File: src/rtl/fft_stage_sequencer.sv
// fft_stage_sequencer
//   Stage controller for a sequential in-place radix-2 FFT. A frame runs SIZE
//   butterfly stages. Each stage pulses the address generator start, waits
//   for stage_done, then waits PIPE_LAT cycles for the write pipeline to drain.
//   The ping-pong bank select toggles every stage. A watchdog moves to ERR if a
//   stage never reports completion within TIMEOUT cycles.
//
// Ports
//   clk, rst      clock and synchronous active-high reset
//   frame_start   start a frame (IDLE only)
//   stage_done    address generator finished the stage (RUN only)
//   err_clr       leave ERR (ERR only)
//   frame_ready   high in IDLE
//   busy          high in START/RUN/DRAIN/NEXT/DONE
//   stage_start   one-cycle pulse per stage
//   stage_idx     current stage number
//   bank_sel      read bank of current stage (write bank is the other one)
//   frame_done    one-cycle pulse after the last stage drained
//   result_bank   bank holding the final result, valid from frame_done
//   err           high while in ERR
//
// state | meaning
// IDLE  | waiting for frame_start
// START | stage_start pulse, watchdog cleared
// RUN   | waiting for stage_done, watchdog counting
// DRAIN | write pipeline draining
// NEXT  | advance stage index and swap banks
// DONE  | frame_done pulse
// ERR   | watchdog expired, waiting for err_clr
module fft_stage_sequencer #(
  parameter int N        = 16,
  parameter int SIZE     = 4,
  parameter int STG_W    = 3,
  parameter int PIPE_LAT = 4,
  parameter int TIMEOUT  = 64
) (
  input  logic             clk,
  input  logic             rst,
  input  logic             frame_start,
  input  logic             stage_done,
  input  logic             err_clr,
  output logic             frame_ready,
  output logic             busy,
  output logic             stage_start,
  output logic [STG_W-1:0] stage_idx,
  output logic             bank_sel,
  output logic             frame_done,
  output logic             result_bank,
  output logic             err
);

  localparam int TMR_W = $clog2(TIMEOUT);
  localparam int DRN_W = (PIPE_LAT > 1) ? $clog2(PIPE_LAT) : 1;
  localparam logic [STG_W-1:0] LAST_STAGE = STG_W'(SIZE - 1);
  localparam logic [TMR_W-1:0] TMR_LAST   = TMR_W'(TIMEOUT - 1);
  localparam logic [DRN_W-1:0] DRN_INIT   = DRN_W'(PIPE_LAT - 1);

  // Parameter consistency is caught at elaboration rather than silently
  // producing a wrong stage count.
  if (N != (1 << SIZE)) begin : g_bad_n
    $error("fft_stage_sequencer: N must equal 2**SIZE");
  end
  if ((1 << STG_W) <= (SIZE - 1)) begin : g_bad_stg_w
    $error("fft_stage_sequencer: STG_W too narrow for SIZE");
  end

  typedef enum logic [2:0] {
    S_IDLE, S_START, S_RUN, S_DRAIN, S_NEXT, S_DONE, S_ERR
  } state_t;

  state_t           state_q, state_d;
  logic [TMR_W-1:0] timer_q, timer_d;
  logic [DRN_W-1:0] drain_q, drain_d;
  logic [STG_W-1:0] idx_d;
  logic             bank_d;
  logic             rbank_d;

  always_comb begin
    state_d = state_q;
    timer_d = timer_q;
    drain_d = drain_q;
    idx_d   = stage_idx;
    bank_d  = bank_sel;
    rbank_d = result_bank;
    case (state_q)
      S_IDLE: begin
        if (frame_start) begin
          state_d = S_START;
          idx_d   = '0;
          bank_d  = 1'b0;
        end
      end
      S_START: begin
        timer_d = '0;
        state_d = S_RUN;
      end
      S_RUN: begin
        // completion on the terminal watchdog cycle still counts as done
        if (stage_done) begin
          state_d = S_DRAIN;
          drain_d = DRN_INIT;
        end else if (timer_q == TMR_LAST) begin
          state_d = S_ERR;
        end else begin
          timer_d = timer_q + 1'b1;
        end
      end
      S_DRAIN: begin
        if (drain_q == '0) begin
          if (stage_idx == LAST_STAGE) begin
            state_d = S_DONE;
            // captured on entry to DONE so it is valid alongside frame_done
            rbank_d = ~bank_sel;
          end else begin
            state_d = S_NEXT;
          end
        end else begin
          drain_d = drain_q - 1'b1;
        end
      end
      S_NEXT: begin
        idx_d   = stage_idx + 1'b1;
        bank_d  = ~bank_sel;
        state_d = S_START;
      end
      S_DONE: state_d = S_IDLE;
      S_ERR: begin
        if (err_clr) begin
          state_d = S_IDLE;
          idx_d   = '0;
          bank_d  = 1'b0;
        end
      end
      default: state_d = S_IDLE;
    endcase
  end

  // Outputs are decoded from the next state so they are registered yet
  // aligned with the state they describe.
  always_ff @(posedge clk) begin
    if (rst) begin
      state_q     <= S_IDLE;
      timer_q     <= '0;
      drain_q     <= '0;
      stage_idx   <= '0;
      bank_sel    <= 1'b0;
      result_bank <= 1'b0;
      frame_ready <= 1'b1;
      busy        <= 1'b0;
      stage_start <= 1'b0;
      frame_done  <= 1'b0;
      err         <= 1'b0;
    end else begin
      state_q     <= state_d;
      timer_q     <= timer_d;
      drain_q     <= drain_d;
      stage_idx   <= idx_d;
      bank_sel    <= bank_d;
      result_bank <= rbank_d;
      frame_ready <= (state_d == S_IDLE);
      busy        <= (state_d != S_IDLE) && (state_d != S_ERR);
      stage_start <= (state_d == S_START);
      frame_done  <= (state_d == S_DONE);
      err         <= (state_d == S_ERR);
    end
  end

endmodule
File: config.mk
export PLATFORM = sky130hd
export DESIGN_NAME = fft_stage_sequencer
export DESIGN_NICKNAME = d
export VERILOG_FILES = /design/src/rtl/fft_stage_sequencer.sv
export SDC_FILE = /design/constraint.sdc
export NUM_CORES = 1
export LEC_CHECK = 0
export CAP_MARGIN = 5
export CORE_MARGIN = 10
export CORE_UTILIZATION = 50
export CTS_BUF_LIST = sky130_fd_sc_hd__clkbuf_8
export CTS_CLUSTER_SIZE = 25
export DETAILED_ROUTE_END_ITERATION = 6
export HOLD_SLACK_MARGIN = 0.05
export PLACE_DENSITY = 0.72
export SETUP_SLACK_MARGIN = 0.3
export SLEW_MARGIN = 5
export SYNTH_ARGS = -nofsm -noshare
export SYNTH_HDL_FRONTEND = slang
export SYNTH_SLANG_ARGS = --single-unit
File: constraint.sdc
create_clock -name clk -period 2.1 [get_ports clk]
set_input_delay 0.525 -clock clk [delete_from_list [all_inputs] [get_ports clk]]
set_output_delay 0.525 -clock clk [all_outputs]
set_load 0.02 [all_outputs]
==> results of run 1 <==
[path summary, 6_finish.rpt]
path	end	slack (ns)
max reg2reg	busy	0.45
min reg2reg	drain_q[1]	0.47
max	stage_idx[2]	0.34
min	drain_q[1]	0.47
[registers in the layout (all words and copies together), names as in the netlist]
register	cells
drain_q	2
frame_ready	1
result_bank	1
frame_done	1
err	1
timer_q	6
state_q	3
bank_sel	1
stage_idx	3
busy	1
stage_start	1
[synth_stat cells, drive strengths merged]
| cell type | count | area share (%) |
|---|---|---|
| and2 | 3 | 2.0 |
| a211o | 1 | 0.81 |
| o31ai | 1 | 0.70 |
| nor3 | 4 | 1.9 |
| inv | 5 | 1.7 |
| dfxtp | 21 | 39 |
| o211ai | 1 | 0.70 |
| o21ai | 5 | 2.7 |
| a311oi | 1 | 0.81 |
| nand2b | 4 | 2.3 |
| a211oi | 4 | 4.4 |
| nand2 | 6 | 2.1 |
| o2111ai | 1 | 0.81 |
| nand3 | 3 | 1.4 |
| mux2i | 5 | 4.6 |
| nor2b | 3 | 1.7 |
| or2 | 2 | 1.4 |
| a221o | 1 | 0.93 |
| and2b | 2 | 1.4 |
| o21bai | 1 | 0.70 |
| o21a | 1 | 0.70 |
| a21boi | 1 | 0.70 |
| nor2 | 10 | 3.5 |
| and3 | 2 | 1.2 |
| nor3b | 1 | 1.2 |
| mux2 | 1 | 1.0 |
| a21oi | 4 | 1.9 |
| buf | 2 | 1.4 |
| clkbuf | 2 | 0.70 |
| nand3b | 2 | 1.4 |
| a221oi | 2 | 1.6 |
| a31oi | 1 | 0.58 |
| ha | 4 | 4.6 |
| and4 | 1 | 0.81 |
| a21o | 3 | 2.1 |
| a32oi | 1 | 0.81 |
| a22oi | 2 | 1.4 |
| or3 | 4 | 2.3 |
[through the flow]
step / total power [W] / std cells / utilization (%) / hold slack, ns
floorplan: 0.000560 / 118 / - / 0.444
global placement: 0.000609 / 157 / 62.1 / 0.458
detailed placement: 0.000613 / 157 / 62.1 / 0.466
CTS: 0.000878 / 161 / 64.4 / 0.479
global route: 0.000915 / 161 / 64.7 / 0.519
finish: 0.000869 / 161 / 64.7 / 0.468
[where the power goes]
part / total [W] / internal [W] / leakage [nW] / switching, W
Clock: 0.000266 / 0.000132 / 0.0255 / 0.000134
Combinational: 0.000167 / 0.0000812 / 0.340 / 0.0000858
Sequential: 0.000436 / 0.000416 / 0.171 / 0.0000203
[layout make-up]
type | count | area, um2
fillers | 190 | 707
clock inverters | 1 | 5.00
well taps | 27 | 33.8
flip-flops and latches | 21 | 420
inverters | 5 | 18.8
multi-input cells | 88 | 616
clock buffers | 3 | 41.3
repair buffers | 16 | 160
[cells by family (layout without fill, tap and decap cells)]
family	after synthesis	after routing
mux	6	6
fa+ha+maj	4	4
buf+inv	9	25
simple gates	47	47
flops	21	21
compound gates	31	31
[routing by layer]
layer | up-vias | track usage [%] | wire, um
met5 | - | 0 | 0
met4 | 0 | 5.24 | 33
met3 | 4 | 2.88 | 88
met2 | 10 | 16.3 | 1040
met1 | 431 | 13.1 | 1030
li1 | 460 | - | -
[timing repair]
| item | 4_1_cts | 5_1_grt |
|---|---|---|
| hold buffers | 0 | 0 |
| endpoints found under the setup margin | 0 | 2 |
| resized for setup | 0 | 2 |
==> results.toml, run 1 <==
[setup_path]
critPathCaptureType = "output pin"
reg2reg_depth = 4
kind_of_start_point_of_the_critical_path = "flop"
cp-startpoint = "stage_idx[2]"
critical_path_depth = 1
timing_worst_setup_path_type = "reg -> out"
timing.critical_path.fanout_max = 3
crit_family = "buffers and inverters"
cp.buffers_inverters = 1
timing.critical_path.arrival_ns = 1.23
cpPeakStageDelay_ns = 0.61
critical_path.slowest_cell = "clkdlybuf4s50_1"
required_ns = 1.57
critical_path.cell_chain = "clkdlybuf4s50_1"
r2r_start = "state_q[2]"

[global_routing]
largest_net_degree_at_the_start_of_global_routing = 17
first_global_vias = 839
grt.total_usage_pct = 10.6
antenna_found_initial = 0
first_pass_grt_wire_length_um = 3750
total_gr_overflow = 0

[min_path]
worstHoldStart = "drain_q[1]"
hold_class = "reg -> reg"
hold_depth = 2

[sta]
rsz0062_at_grt = "no"
tns_ns = 0
finalHoldViolations = 0
worst_slack_ns = 0.345
layout_min_cycle_time_ns = 1.76
period_share_pct = 83.6
worst-slew-pin-transition_ns = 0.512
fmaxAchievable_ghz = 0.570
number_of_pins_exceeding_their_max_slew_limit_in_the_final_report = 0
timing.slew.headroom_pct = 65.8
finalSetupViolations = 0
clock_skew_ns = 0.00202

[floorplanning]
core_um2 = 2000
die_area_um2 = 4410
design.portCount = 15
rows = 16
die_h_um = 66.4
die_span_in_x_um = 66.4
start_util_pct = 53.8

[synth]
synthCells = 118
synth.lib_cells_used.distinct = 44
synth_compound_gate_area_share_pct = 22.3
synth_xor_area_share_pct = 0
synth_adder_area_share_pct = 4.65
nets_in_the_synthesized_netlist = 127
synth_area_per_cell_um2 = 9.13
synth_top_family_by_area = "simple AND/OR/NAND/NOR gates"
post_synth_mux_area_share_pct = 5.69
synth_seq_cells = 21
simple_gate_share_of_the_synthesized_area_pct = 24.5
synth_area_um2 = 1080
yosysSeqAreaShare_pct = 39.0
yosysWarnings = 0

[final_layout]
finish.net_count = 144
n_antenna_cell = 0
post_route_cells_drive_above_1_share_pct = 9.70
mostFrequentLayoutCell = "dfxtp_1"
commonest_cells_after_routing_fill_and_taps_aside = "dfxtp_1, clkdlybuf4s50_1, nor2_1"
layout.cell_area.non_filler_um2 = 1290
area_growth_syn_to_layout_pct = 20.2

[power_and_ir_drop]
vdd_ir_drop_max_uv = 462
power_leakage_nw = 0.537
power.density_nw_per_um2 = 671

[run]
max_cap_violations = 0

[routing]
wl_per_cell_um = 13.7
routed_via_density = 5.62
routed-via-count = 905
detailedRoute.firstIterationViolations = 19
drc = 0
drt-pass1-iter-count = 4
route.antenna.remaining_nets = 0
drt-total-wl_um = 2200

[clocking]
clk-insertion-delay-late_ns = 0.26
cts_htree_levels = 1
ctsRootBufferMaster = "clkbuf_8"
cts_made_buffers = 3
cts_sinks = 21
clk_path_buf_depth = 2
postCtsSetupRepairBufs = 0
cts_tree = "built"
clk_slew_on_worst_s_h_paths_ns = 0.08

[outcome]
status = "finished, final reports clean"

[place]
placement.cell_area_um2 = 1240
place.gp.congestion = 0.849
portBuffers = 14
dp_worst_setup_slack_ns = 0.148
dp_hpwl_um = 1680
No activity file was read; power rests on OpenSTA's default activity.
==> run 2, diff against run 1 <==
--- a/config.mk
+++ b/config.mk
@@ -12,7 +12,7 @@
 export CTS_CLUSTER_SIZE = 25
 export DETAILED_ROUTE_END_ITERATION = 6
 export HOLD_SLACK_MARGIN = 0.05
-export PLACE_DENSITY = 0.72
+export PLACE_DENSITY = 0.75
 export SETUP_SLACK_MARGIN = 0.3
 export SLEW_MARGIN = 5
 export SYNTH_ARGS = -nofsm -noshare
==> constraint.sdc (replaced) <==
create_clock -name clk -period 1.6 [get_ports clk]
set_input_delay 0.4 -clock clk [delete_from_list [all_inputs] [get_ports clk]]
set_output_delay 0.4 -clock clk [all_outputs]
set_load 0.02 [all_outputs]
==> run 2 against run 1 <==
  * Clock skew grew 0.0044 ns
  * Utilization increased by 15 points
  * Flip-flop and latch count stayed put
  * Combinational power increased by 86%
  * First-iteration DRC count is 120% higher
  * Via count rose by 11%
  * Clock power increased by 30%
  * Critical endpoint is now frame_ready
  * Largest cell class unchanged
  * Highest routed layer unchanged
==> results.toml, run 2 (synthesis gave the netlist of run 1 again) <==
[global_routing]
total_gr_overflow = 0
largest_net_degree_at_the_start_of_global_routing = 14
first_pass_grt_wire_length_um = 4060
first_global_vias = 918
antenna_found_initial = 0
grt.total_usage_pct = 11.6
grt_util_met3_pct = 3.39
met1_demand_to_capacity_share_in_global_routing_pct = 13.2
grt_max_usage_layer = "met2"
grt.met2_usage_pct = 19.3

[floorplanning]
die_h_um = 66.4
die_span_in_x_um = 66.4
design.portCount = 15
rows = 16
die_area_um2 = 4410
start_util_pct = 53.8
core_um2 = 2000

[clocking]
clk-insertion-delay-late_ns = 0.26
cts_tree = "built"
clk_path_buf_depth = 2
cts_htree_levels = 1
clk_slew_on_worst_s_h_paths_ns = 0.08
ctsRootBufferMaster = "clkbuf_8"
cts_made_buffers = 3
cts_sinks = 21

[setup_path]
timing.critical_path.fanout_max = 3
timing_worst_setup_path_type = "reg -> reg"
kind_of_start_point_of_the_critical_path = "flop"
critPathCaptureType = "flop"
timing.critical_path.arrival_ns = 1.58
required_ns = 1.75

[final_layout]
largest_reg_flops = 6
largest_register = "timer_q"
mostFrequentLayoutCell = "buf_4"
area_growth_syn_to_layout_pct = 48.0
layout_top_registers = "timer_q (6), stage_idx (3), state_q (3)"
commonest_cells_after_routing_fill_and_taps_aside = "buf_4, dfxtp_1, nor2_1"
stdcell_count = 183
finish.net_count = 166
n_antenna_cell = 0
n_fill_cell = 132
post_route_cells_drive_above_1_share_pct = 46.2

[routing]
drc = 0
wl_per_cell_um = 14.3
detailedRoute.firstIterationViolations = 41
drt-pass1-iter-count = 4
routed_via_density = 5.48
drt-total-wl_um = 2610
route.antenna.remaining_nets = 0
routed-via-count = 1003

[place]
placed_insts = 164
dp_hpwl_um = 1680
portBuffers = 14
place.gp.congestion = 0.846

[sta]
timing.slew.headroom_pct = 77.1
tns_ns = 0
finalSetupViolations = 0
worst-slew-pin-transition_ns = 0.343
period_share_pct = 89.4
fmaxAchievable_ghz = 0.699
rsz0062_at_grt = "yes"
number_of_pins_exceeding_their_max_slew_limit_in_the_final_report = 0
layout_min_cycle_time_ns = 1.43
clock_skew_ns = 0.00642
finalHoldViolations = 0

[run]
max_cap_violations = 0

[power_and_ir_drop]
power_leakage_nw = 0.643
power.density_nw_per_um2 = 767
vdd_ir_drop_max_uv = 725

[min_path]
hold_class = "reg -> reg"

[outcome]
status = "finished, final reports clean"
[run 2: path summary, 6_finish.rpt]
check / slack, ns / from / cells past startpoint / endpoint
setup / recovery: 0.17 / drain_q[0] / 6 / frame_ready
hold / removal: 0.50 / bank_sel / 1 / result_bank
hold reg to reg: 0.50 / bank_sel / 1 / result_bank
setup reg to reg: 0.17 / drain_q[0] / 6 / frame_ready
[run 2: what timing repair did]
| item | in CTS | in global routing |
|---|---|---|
| resized for setup | 41 | 23 |
| endpoints found under the setup margin | 31 | 27 |
| buffers inserted | 9 | 6 |
| pin swaps | 8 | 8 |
| hold buffers | 0 | 0 |
[run 2: layout make-up]
| class | count | area [um2] | area share (%) |
|---|---|---|---|
| repair buffers | 38 | 310 | 19.5 |
| flip-flops and latches | 21 | 445 | 27.9 |
| multi-input cells | 88 | 739 | 46.4 |
| inverters | 5 | 18.8 | 1.18 |
| clock buffers | 3 | 41.3 | 2.59 |
| clock inverters | 1 | 5.00 | 0.314 |
| well taps | 27 | 33.8 | 2.12 |
[run 2: metrics by stage]
| step | worst slack [ns] | cell area, um2 | power, W | util, % | hold WS [ns] |
|---|---|---|---|---|---|
| 3_3_place_gp | -0.191 | 1360 | 0.000826 | 67.8 | 0.475 |
| 4_1_cts | 0.168 | 1530 | 0.00120 | 76.3 | 0.497 |
| 6_report | 0.170 | 1590 | 0.00122 | 79.6 | 0.497 |
| 3_5_place_dp | -0.230 | 1360 | 0.000831 | 67.8 | 0.490 |
| 2_1_floorplan | 0.151 | 1140 | 0.000742 | - | 0.460 |
| 5_1_grt | 0.112 | 1590 | 0.00128 | 79.6 | 0.535 |
[run 2: worst max-delay path, cell delays in order, from the launching register on]
cell and delay, ns:
dfxtp_2 0.34, inv_2 0.04, ha_4 0.16, a21o_1 0.16, a221o_1 0.31, and2_4 0.17, a21o_1 0.14
[run 2: routing by layer]
layer	vias up	part of all wire, %
met5	-	0
met4	0	1.1
met3	4	3.8
met2	14	50
met1	476	45
li1	509	-
[run 2: report_power, final]
group | internal [W] | switching, W
sequential | 0.000543 | 0.0000237
combinational | 0.000157 | 0.000152
clock | 0.000173 | 0.000173
==> run 3, diff against run 2 <==
--- a/config.mk
+++ b/config.mk
@@ -5,7 +5,7 @@
 export SDC_FILE = /design/constraint.sdc
 export NUM_CORES = 1
 export LEC_CHECK = 0
-export CAP_MARGIN = 5
+export CAP_MARGIN = 20
 export CORE_MARGIN = 10
 export CORE_UTILIZATION = 50
 export CTS_BUF_LIST = sky130_fd_sc_hd__clkbuf_8
==> results of run 3 <==
Same layout as run 2: the final DEF is identical, and so are final timing and power.
